<file path="config.mk">
export PLATFORM = sky130hd
export DESIGN_NAME = ritc_vdd_dac_loader
export DESIGN_NICKNAME = d
export VERILOG_FILES = /design/src/rtl/ritc_vdd_dac_pkg.sv /design/src/rtl/ritc_spi_frame_tx.sv /design/src/rtl/ritc_vdd_dac_loader.sv
export SDC_FILE = /design/constraint.sdc
export NUM_CORES = 1
export LEC_CHECK = 0
export CORE_ASPECT_RATIO = 0.7
export CORE_MARGIN = 4
export CORE_UTILIZATION = 50
export CTS_BUF_LIST = sky130_fd_sc_hd__clkbuf_4
export CTS_CLUSTER_SIZE = 24
export DETAILED_ROUTE_END_ITERATION = 16
export PLACE_DENSITY = 0.71
export SETUP_SLACK_MARGIN = 0.2
export SKIP_CTS_REPAIR_TIMING = 1
export SLEW_MARGIN = 5
export SYNTH_ARGS = -nofsm -noshare
export SYNTH_HDL_FRONTEND = slang
export SYNTH_SLANG_ARGS = --single-unit
export TNS_END_PERCENT = 50
</file>
<file path="constraint.sdc">
create_clock -name user_clk_i -period 4.5 [get_ports user_clk_i]
set_input_delay 1.35 -clock user_clk_i [delete_from_list [all_inputs] [get_ports user_clk_i]]
set_output_delay 1.35 -clock user_clk_i [all_outputs]
set_load 0.02 [all_outputs]
</file>
<file path="src/rtl/ritc_vdd_dac_pkg.sv">
// Shared definitions for the RITC VDD DAC loader: widths, sequencer states and frame layout.
package ritc_vdd_dac_pkg;

  localparam int unsigned FRAME_W = 16;
  localparam int unsigned DATA_W  = 12;

  typedef enum logic [1:0] {IDLE, FRAME, GAP, CHECK} state_e;

  // Frame layout, MSB first on the wire: {cmd[2:0], channel, code[11:0]}.
  function automatic logic [FRAME_W-1:0] build_frame(input logic [2:0]        cmd,
                                                     input logic              ch,
                                                     input logic [DATA_W-1:0] code);
    return {cmd, ch, code};
  endfunction

endpackage

</file>
<file path="src/rtl/ritc_spi_frame_tx.sv">
// Single 16-bit SPI frame serializer: CS_n low for 33*CLK_DIV cycles, data MSB first,
// launched on falling SCLK and sampled by the DAC on rising SCLK.
module ritc_spi_frame_tx import ritc_vdd_dac_pkg::*; #(
  parameter int unsigned CLK_DIV = 4
) (
  input  logic               clk,
  input  logic               rst_n,
  input  logic               start,
  input  logic [FRAME_W-1:0] word,
  output logic               cs_n,
  output logic               sclk,
  output logic               din,
  output logic               frame_done
);

  localparam logic [7:0] DIV_LAST = 8'(CLK_DIV - 1);

  logic [7:0]         div_q;
  logic [4:0]         bit_q;
  logic [FRAME_W-1:0] sh_q;
  logic               cs_n_q;
  logic               sclk_q;
  logic               div_last;

  assign div_last = (div_q == DIV_LAST);
  // High during the last cycle of the trailing low phase; CS_n rises at the next edge.
  assign frame_done = ~cs_n_q & ~sclk_q & div_last & (bit_q == 5'd16);

  always_ff @(posedge clk or negedge rst_n) begin
    if (!rst_n) begin
      cs_n_q <= 1'b1;
      sclk_q <= 1'b0;
      div_q  <= '0;
      bit_q  <= '0;
      sh_q   <= '0;
    end else if (cs_n_q) begin
      if (start) begin
        cs_n_q <= 1'b0;
        sclk_q <= 1'b0;
        div_q  <= '0;
        bit_q  <= '0;
        sh_q   <= word;
      end
    end else if (div_last) begin
      div_q <= '0;
      if (sclk_q) begin
        sclk_q <= 1'b0;
        sh_q   <= sh_q << 1;
        bit_q  <= bit_q + 5'd1;
      end else if (bit_q == 5'd16) begin
        cs_n_q <= 1'b1;
        sh_q   <= '0;
      end else begin
        sclk_q <= 1'b1;
      end
    end else begin
      div_q <= div_q + 8'd1;
    end
  end

  assign cs_n = cs_n_q;
  assign sclk = sclk_q;
  assign din  = sh_q[FRAME_W-1] & ~cs_n_q;

endmodule

</file>
<file path="src/rtl/ritc_vdd_dac_loader.sv">
// Stages the two RITC VDD servo codes and, on each update rising edge, loads them into the
// dual-channel DAC as two SPI frames (R0 then R1), folding mid-sequence updates into one rerun.
module ritc_vdd_dac_loader import ritc_vdd_dac_pkg::*; #(
  parameter int unsigned CLK_DIV = 4,
  parameter int unsigned CS_GAP  = 2,
  parameter logic [2:0]  DAC_CMD = 3'b001
) (
  input  logic              user_clk_i,
  input  logic              user_rst_n_i,
  input  logic              servo_addr_i,
  input  logic              servo_wr_i,
  input  logic              servo_update_i,
  input  logic [DATA_W-1:0] servo_i,
  output logic              dac_cs_n_o,
  output logic              dac_sclk_o,
  output logic              dac_din_o,
  output logic              busy_o,
  output logic              done_o,
  output logic [DATA_W-1:0] vdd_r0_o,
  output logic [DATA_W-1:0] vdd_r1_o
);

  localparam logic [7:0] GAP_LAST = 8'(CS_GAP - 1);

  state_e            state_q, state_d;
  logic              ch_q, ch_d;
  logic [7:0]        gap_q, gap_d;
  logic              pend_q, pend_d;
  logic              busy_q, busy_d;
  logic              done_q, done_d;
  logic              upd_q;
  logic [DATA_W-1:0] stage0_q, stage1_q;
  logic [DATA_W-1:0] act0_q, act0_d, act1_q, act1_d;
  logic              upd_edge;
  logic              tx_start, tx_ch, tx_done, tx_cs_n;
  logic [FRAME_W-1:0] tx_word;

  assign upd_edge = servo_update_i & ~upd_q;

  always_ff @(posedge user_clk_i or negedge user_rst_n_i) begin
    if (!user_rst_n_i) begin
      stage0_q <= '0;
      stage1_q <= '0;
    end else if (servo_wr_i) begin
      if (servo_addr_i) stage1_q <= servo_i;
      else              stage0_q <= servo_i;
    end
  end

  always_comb begin
    state_d  = state_q;
    ch_d     = ch_q;
    gap_d    = gap_q;
    pend_d   = pend_q;
    busy_d   = busy_q;
    done_d   = 1'b0;
    act0_d   = act0_q;
    act1_d   = act1_q;
    tx_start = 1'b0;
    tx_ch    = ch_q;
    if (upd_edge && state_q != IDLE) pend_d = 1'b1;
    unique case (state_q)
      IDLE: begin
        if (upd_edge) begin
          act0_d  = stage0_q;
          act1_d  = stage1_q;
          busy_d  = 1'b1;
          ch_d    = 1'b0;
          state_d = FRAME;
        end
      end
      FRAME: begin
        tx_start = tx_cs_n;
        if (tx_done) begin
          gap_d   = '0;
          state_d = GAP;
        end
      end
      GAP: begin
        gap_d = gap_q + 8'd1;
        if (gap_q == GAP_LAST) begin
          if (!ch_q) begin
            // Launch R1 in the last gap cycle so CS_n stays high exactly CS_GAP cycles.
            tx_start = 1'b1;
            tx_ch    = 1'b1;
            ch_d     = 1'b1;
            state_d  = FRAME;
          end else begin
            state_d = CHECK;
          end
        end
      end
      CHECK: begin
        if (pend_q || upd_edge) begin
          pend_d  = 1'b0;
          act0_d  = stage0_q;
          act1_d  = stage1_q;
          ch_d    = 1'b0;
          state_d = FRAME;
        end else begin
          busy_d  = 1'b0;
          done_d  = 1'b1;
          state_d = IDLE;
        end
      end
      default: state_d = IDLE;
    endcase
  end

  always_ff @(posedge user_clk_i or negedge user_rst_n_i) begin
    if (!user_rst_n_i) begin
      state_q <= IDLE;
      ch_q    <= 1'b0;
      gap_q   <= '0;
      pend_q  <= 1'b0;
      busy_q  <= 1'b0;
      done_q  <= 1'b0;
      upd_q   <= 1'b0;
      act0_q  <= '0;
      act1_q  <= '0;
    end else begin
      state_q <= state_d;
      ch_q    <= ch_d;
      gap_q   <= gap_d;
      pend_q  <= pend_d;
      busy_q  <= busy_d;
      done_q  <= done_d;
      upd_q   <= servo_update_i;
      act0_q  <= act0_d;
      act1_q  <= act1_d;
    end
  end

  assign tx_word = build_frame(DAC_CMD, tx_ch, tx_ch ? act1_q : act0_q);

  ritc_spi_frame_tx #(
    .CLK_DIV (CLK_DIV)
  ) u_tx (
    .clk        (user_clk_i),
    .rst_n      (user_rst_n_i),
    .start      (tx_start),
    .word       (tx_word),
    .cs_n       (tx_cs_n),
    .sclk       (dac_sclk_o),
    .din        (dac_din_o),
    .frame_done (tx_done)
  );

  assign dac_cs_n_o = tx_cs_n;
  assign busy_o     = busy_q;
  assign done_o     = done_q;
  assign vdd_r0_o   = act0_q;
  assign vdd_r1_o   = act1_q;

endmodule

</file>
-- Word-level counts from Yosys, hierarchy flattened
Cells that the tools add are included.
- div/mod/pow operators: 0
- multiplexer cells: 53
- reduce and logical (&&, ||, !) cells: 20
- equality and inequality tests: 12
- magnitude comparators: 0
- add/sub/neg operators: 3
- multipliers: 0
- bitwise gates (word level): 9
- shift-type cells: 0
- operators by type and width (operator ; count):
    2-to-1 mux 16 bit ; 5
    2-to-1 mux 12 bit ; 5
    case mux 12 bit (2 select lines) ; 2
    2-to-1 mux 8 bit ; 4
    2-to-1 mux 1 bit ; 24
    2-to-1 mux 5 bit ; 4
    AND reduction 3 bit ; 6
    adder 8 x 1 -> 8 bit, second input constant ; 2
    case mux 8 bit (2 select lines) ; 1
    inequality test 2 bit, second input constant ; 6
    nonzero test 2 bit ; 5
    equality test 8 x 1 -> 1 bit, second input constant ; 1
    equality test 8 x 2 -> 1 bit, second input constant ; 1
    2-to-1 mux 2 bit ; 4
    case mux 2 bit (4 select lines) ; 1
    AND reduction 2 bit ; 4
    nonzero test 3 bit ; 2
    adder 5 x 1 -> 5 bit, second input constant ; 1
    bitwise AND 1 bit ; 5
    equality test 5 bit, second input constant ; 1
    equality test 2 bit, second input constant ; 2
    NOT 1 bit ; 4
    case mux 1 bit (2 select lines) ; 2
    case mux 1 bit (3 select lines) ; 1
    other kinds (4) ; 4
- latch bits: 0
- ROM bits: 0
- logic and storage cells: 113
- memories kept: 0
- register bits: 94
- input port bits: 17
- output and inout port bits: 29
- RAM bits: 0

-- Longest topological paths before layout
Gate-level depths: netlist of the first run.
- depth in word-level cells: 6
- mapped depth: 7
- depth with buffers taken out: 6

-- By module
Synthesis of the first run repeated with hierarchy kept, for this count alone.
- cell total of the unflattened synthesis: 403
- area total of the unflattened synthesis: 4779.6 um^2
- by module, submodules not included (module ; area each (um^2) ; sequential area each (um^2) ; cells each ; times used):
    ritc_vdd_dac_loader ; 2877.8 ; 1576.5 ; 209 ; 1
    ritc_spi_frame_tx ; 1901.8 ; 777.0 ; 194 ; 1

-- Worst setup path before layout of the first run
No wires, ideal clock.
- path type: input port to flip-flop
- start: input servo_update_i
- end: register act0_q[0] (netlist: vdd_r0_o[0])
- stages on the path: 4
- setup slack: 1.868 ns
- arrival: 2.508 ns
- setup time: 0.125 ns
- buffers on the path: 1
- path through: nand2b_1 a21oi_1 clkbuf_1 mux2_2
- cells in the longest elaborated chain, start to end: 4
- elaborated cells on any way between the ends: 5
- those cells by class: eq/ne (2); bitwise (1); reduce/logical (2)
- ends and longest elaborated chain (element ; RTL line ; text):
    start, declared ; ritc_vdd_dac_loader.sv:12 ; input logic servo_update_i,
    bitwise AND 1 bit (*) ; ritc_vdd_dac_loader.sv:38 ; assign upd_edge = servo_update_i & ~upd_q;
    logical OR 1 bit ; ritc_vdd_dac_loader.sv:94 ; if (pend_q || upd_edge) begin
    inequality test 2 bit (no source line) ; -- ;
    AND reduction 3 bit (no source line) (*) ; -- ;
    end signal, assigned ; ritc_vdd_dac_loader.sv:129 ; act0_q <= act0_d;
    end, declared ; ritc_vdd_dac_loader.sv:33 ; logic [DATA_W-1:0] act0_q, act0_d, act1_q, act1_d;
Every way passes the cells marked *; elsewhere a longest branch is shown, timed or not.
A chain may end at the register's enable or synchronous reset.

-- Worst setup path after layout of the first run
- start: register u_tx.cs_n_q (netlist: u_tx.cs_n)
- end: output dac_din_o
- cells in the longest elaborated chain, start to end: 2
- ends and longest elaborated chain (element ; RTL line ; text):
    start, declared ; ritc_spi_frame_tx.sv:21 ; logic cs_n_q;
    start signal, assigned ; ritc_spi_frame_tx.sv:31 ; cs_n_q <= 1'b1;
    start signal, assigned ; ritc_spi_frame_tx.sv:38 ; cs_n_q <= 1'b0;
    start signal, assigned ; ritc_spi_frame_tx.sv:51 ; cs_n_q <= 1'b1;
    NOT 1 bit ; ritc_spi_frame_tx.sv:63 ; assign din = sh_q[FRAME_W-1] & ~cs_n_q;
    bitwise AND 1 bit ; ritc_spi_frame_tx.sv:63 ;
    end, declared ; ritc_vdd_dac_loader.sv:16 ; output logic dac_din_o,
Every way passes these cells.

==> results of run 1 <==
[final cells by class]
type	instances	share of cell area, %
Clock buffer	10	1.406
Sequential cell	94	44.07
Timing Repair Buffer	49	8.950
Tap cell	124	2.905
Inverter	16	1.125
Clock inverter	5	1.851
Multi-Input combinational cell	248	39.69
[worst register-to-register path: cells and delay by family (launching register included)]
kind | cells | cell delay [ns]
compound gates | 1 | 0.89
fa+ha+maj | 1 | 0.44
buf+inv | 1 | 0.16
flops | 1 | 0.46
mux | 1 | 0.43
simple gates | 2 | 0.70
[flip-flops by register name, summed over array words and instances (netlist names), 5 cells and up]
name        count
gap_q           8
stage0_q       12
stage1_q       12
u_tx.bit_q      5
u_tx.div_q      8
u_tx.sh_q      16
vdd_r0_o       12
vdd_r1_o       12
[where the power goes]
part	leakage (nW)	switching [mW]	total, mW	internal [mW]
Combinational	1.04	0.582	1.10	0.519
Sequential	1.17	0.178	1.21	1.03
Clock	0.0939	0.266	0.548	0.282
[cells by family after synthesis]
group	after synthesis	share of synthesized area, %
adders and majority gates	11	2.981
and+or+nand+nor	91	11.95
muxes	68	16.88
buffers and inverters	33	3.198
xor gates and xnor gates	2	0.3795
DFF	94	50.98
AOI/OAI and AO/OA	76	13.63
[final timing paths]
kind,start,end,slack [ns]
setup / recovery,u_tx.cs_n,dac_din_o,1.08
hold / removal,stage0_q[8],stage0_q[8],0.52
setup reg to reg,state_q[0],u_tx.sh_q[3],1.32
hold reg to reg,stage0_q[8],stage0_q[8],0.52
max in group asynchronous,user_rst_n_i,vdd_r0_o[0],2.85
min in group asynchronous,user_rst_n_i,gap_q[5],0.87
[through the flow]
step | instances | setup WS (ns) | hold WS, ns | power [mW]
floorplan | 375 | 1.868 | 0.4721 | 1.876
global placement | 531 | 1.506 | 0.4795 | 2.285
detailed placement | 531 | 1.363 | 0.4901 | 2.321
CTS | 546 | 1.094 | 0.5199 | 2.875
global route | 546 | 0.9870 | 0.5327 | 3.022
finish | 546 | 1.084 | 0.5170 | 2.859
[Yosys cell counts, drive strengths merged (4+ instances only)]
master	count	share of area (%)
dfrtp	93	50
mux2	61	15
nand2	16	1.3
inv	15	1.2
and2	13	1.8
clkbuf	13	1.1
a311o	12	2.6
ha	11	3.0
nor2	11	0.89
o311a	11	2.4
a21oi	9	1.1
nand3	9	0.98
mux2i	7	1.5
nand4	7	0.95
o21ai	7	0.76
and3	6	0.84
a211o	5	0.98
nor2b	5	0.68
nor4b	5	1.4
a22o	4	0.76
buf	4	0.84
nand2b	4	0.54
nor3	4	0.43
[layer usage]
layer	vias to the layer above	share of wire, %	GRT usage [%]
li1	1498	-	-
met1	1586	51	28.75
met4	0	0.87	5.183
met2	70	43	28.76
met3	7	4.6	5.431
met5	-	0	0
==> results.json, run 1 <==
{
  "status": "finished clean",
  "fmax_ghz": 0.2928,
  "start_util_pct": 51.10,
  "ir_drop_uv": 317.2,
  "crit_cells": 2,
  "ys_seq_elements": 94,
  "cp_top_family": "flip-flops",
  "die_y_um": 88.40,
  "drive_gt1_share_pct": 22.27,
  "crit_path_end_kind": "output port",
  "min_path_cells": 1,
  "grt_pass1_vias": 3179,
  "io_buffers": 45,
  "vias": 3161,
  "path_max_fanout": 27,
  "grt-ovfl-total": 0,
  "path_cells": "nor2_1 -> clkdlybuf4s50_1",
  "post-dp-hpwl_mm": 6.622,
  "syn_area_per_cell_um2": 12.31,
  "setup_viol": 0,
  "grt_max_degree": 42,
  "fin_worst_skew_ns": 0.01675,
  "io_pins": 46,
  "p_leak_nw": 2.304,
  "synth_cells": 375,
  "postSynth.asyncResetShare_pct": 100.0,
  "critical_path_arrival_ns": 2.07,
  "final-max-slew-violation-count": 0,
  "synthFlopType": "dfrtp_1",
  "wirelength_mm": 9.754,
  "clock_latency_ns": 0.44,
  "crit_type": "reg2out",
  "rows": 29,
  "antenna_found_initial": 0,
  "hp-class": "reg2reg",
  "startpoint_type": "flip-flop",
  "layout_commonest_cell": "dfrtp_1",
  "slowest_delay_ns": 0.91,
  "cts-root-buf": "clkbuf_4",
  "die_w_um": 122.9,
  "drt_iter0_drc": 300,
  "wire_per_inst_um": 17.86,
  "clk_pin_slew_ns": 0.13,
  "drc": 0,
  "worstPathRequired_ns": 3.15,
  "drtPass1Iterations": 4,
  "final_area_mm2": 0.005340,
  "clockBufferDepth": 2,
  "rsz0062_at_grt": "false",
  "place_area_mm2": 0.005166,
  "final_cell_mix": "dfrtp_1, mux2_2, clkdlybuf4s50_1",
  "fin_util_pct": 59.11,
  "final_nets": 446,
  "tns_ns": 0,
  "timing.final.crit_share_pct": 75.90,
  "worst_pin_slew_ns": 1.116,
  "syn-cell-area_mm2": 0.004617,
  "syn_to_final_growth_pct": 15.66,
  "dieArea_mm2": 0.01086,
  "reg2reg_depth": 6,
  "htreeDepth": 3,
  "power-per-cell-area_mw_per_mm2": 535.3,
  "period_minus_slack_ns": 3.416,
  "multi_input_area_mm2": 0.002120,
  "synth_seq_area_share_pct": 50.98,
  "synth_edf_count": 0,
  "detail-route-antenna-nets": 0,
  "fillers": 741,
  "diodes": 0,
  "grt_pass1_wl_mm": 16.43,
  "place_congestion": 0.8299,
  "ff_latch_area_mm2": 0.002354,
  "cts_buffers": 9,
  "crit_buf_inv": 1,
  "yosys_warnings": 0,
  "hold_violations": 0,
  "cts_sinks": 94,
  "vias_per_cell": 5.789,
  "cp_slowest_cell": "dfstp_2",
  "synth.net_count": 403,
  "drv_cap": 0,
  "ys_types": 57,
  "grtUsageTotal_pct": 19.58,
  "cts_tree": "yes",
  "fp.coreArea_mm2": 0.009035,
  "slew_headroom_pct": 25.43
}
Power figures use the tool's default switching activity.
==> inputs of run 2 (changes only) <==
- PLACE_DENSITY: 0.71 -> 0.74
- clock period: 4.5 -> 2.9 ns (I/O delays scaled with it)
==> results.json, run 2 (synthesis gave the netlist of run 1 again) <==
{
  "die_w_um": 122.9,
  "clockBufferDepth": 2,
  "grt-ovfl-total": 0,
  "p_leak_nw": 2.389,
  "post-dp-hpwl_mm": 6.815,
  "largest_register_ffs": 16,
  "drtPass1Iterations": 4,
  "fin_worst_skew_ns": 0.01510,
  "cts_tree": "yes",
  "vias": 3267,
  "crit_type": "reg2out",
  "die_y_um": 88.40,
  "diodes": 0,
  "cp_slowest_cell": "dfstp_4",
  "cp_top_family": "flip-flops",
  "reg2reg_slack_ns": 0.44,
  "endpoint": "dac_cs_n_o",
  "detail-route-antenna-nets": 0,
  "wire_per_inst_um": 17.43,
  "crit_cells": 1,
  "final_nets": 459,
  "swShare_pct": 36.79,
  "status": "finished clean",
  "final_cell_mix": "dfrtp_1, mux2_2, clkdlybuf4s50_1",
  "timing.final.crit_share_pct": 90.60,
  "path_cells": "clkdlybuf4s50_1",
  "ir_drop_uv": 407.3,
  "crit_path_end_kind": "output port",
  "fin_util_pct": 60.31,
  "htreeDepth": 3,
  "start_util_pct": 51.10,
  "drv_cap": 0,
  "sequentialPowerShare_pct": 42.7,
  "setup_viol": 0,
  "wirelength_mm": 9.763,
  "slowest_delay_ns": 0.70,
  "grt_pass1_vias": 3192,
  "crit_start": "u_tx.cs_n",
  "drive_gt1_share_pct": 24.77,
  "worstPathRequired_ns": 2.03,
  "finalPower_mw": 4.400,
  "critical_path_arrival_ns": 1.76,
  "startpoint_type": "flip-flop",
  "hp-class": "in2async",
  "rr_startpoint": "state_q[0]",
  "switchingPower_mw": 1.619,
  "fp.coreArea_mm2": 0.009035,
  "period_minus_slack_ns": 2.627,
  "reg2reg_depth": 7,
  "syn_to_final_growth_pct": 18.02,
  "place_congestion": 0.7814,
  "tns_ns": 0,
  "crit_buf_inv": 1,
  "layout_commonest_cell": "dfrtp_1",
  "drc": 0,
  "final-max-slew-violation-count": 0,
  "dieArea_mm2": 0.01086,
  "internal_power_mw": 2.781,
  "power-per-cell-area_mw_per_mm2": 807.5,
  "path_max_fanout": 9,
  "grt_max_degree": 41,
  "fmax_ghz": 0.3806,
  "vias_per_cell": 5.834,
  "antenna_found_initial": 0,
  "worst_pin_slew_ns": 1.083,
  "timing.hold.ws_ns": 0.3803,
  "regMostFlops": "u_tx.sh_q",
  "grtUsageTotal_pct": 19.22,
  "grt_pass1_wl_mm": 16.24,
  "drt_iter0_drc": 282,
  "timing.rr.end": "u_tx.sh_q[2]",
  "slew_headroom_pct": 27.63,
  "finalNonFillerCells": 560,
  "hold_violations": 0,
  "clock_latency_ns": 0.45,
  "cts_buffers": 9,
  "combPwrFrac_pct": 39.0,
  "rsz0062_at_grt": "false",
  "power_frac_clock_pct": 18.3,
  "cts_sinks": 94,
  "clk_pin_slew_ns": 0.15,
  "cts-root-buf": "clkbuf_4",
  "io_pins": 46,
  "rows": 29,
  "placedCellCount": 541,
  "io_buffers": 45
}
run 2: cell type report:
class	instances	area [um2]
inverter	16	60.06
clock inverter	7	98.84
timing repair buffer	62	590.6
multi-input combinational	248	2120
sequential	94	2357
tap	124	155.1
fill	713	3586
clock buffer	9	67.56
run 2: worst min-delay path by stage:
| stage | start | end | slack (ns) |
|---|---|---|---|
| final | user_rst_n_i | stage0_q[1] | 0.38 |
| after global routing | user_rst_n_i | stage0_q[4] | 0.38 |
| after CTS | user_rst_n_i | vdd_r0_o[5] | 0.38 |
| after detailed placement | u_tx.sh_q[8] | u_tx.sh_q[8] | 0.49 |
| after global placement | stage1_q[7] | vdd_r1_o[7] | 0.48 |
| after floorplan | u_tx.sh_q[1] | u_tx.sh_q[1] | 0.47 |
run 2: metrics by stage:
step / cell area [um2] / worst slack, ns
floorplan: 4617 / 0.5679
global placement: 5254 / 0.4887
detailed placement: 5254 / 0.4351
CTS: 5420 / 0.07505
global route: 5449 / 0.2033
finish: 5449 / 0.2726
run 2: power by group through the flow:
stage | clock [mW] | sequential [mW] | combinational (mW)
after floorplan | 0 | 2.04 | 0.873
after global placement | 0 | 1.89 | 1.68
after detailed placement | 0 | 1.90 | 1.72
after CTS | 0.829 | 1.88 | 1.73
after global routing | 0.887 | 1.92 | 1.85
final | 0.803 | 1.88 | 1.72
run 2: routing by layer:
metal	vias to the layer above	track usage (%)	wire, um
met5	-	0	0
met4	0	4.370	43
met3	4	4.792	547
met2	90	28.76	4383
met1	1643	28.43	4788
li1	1530	-	-
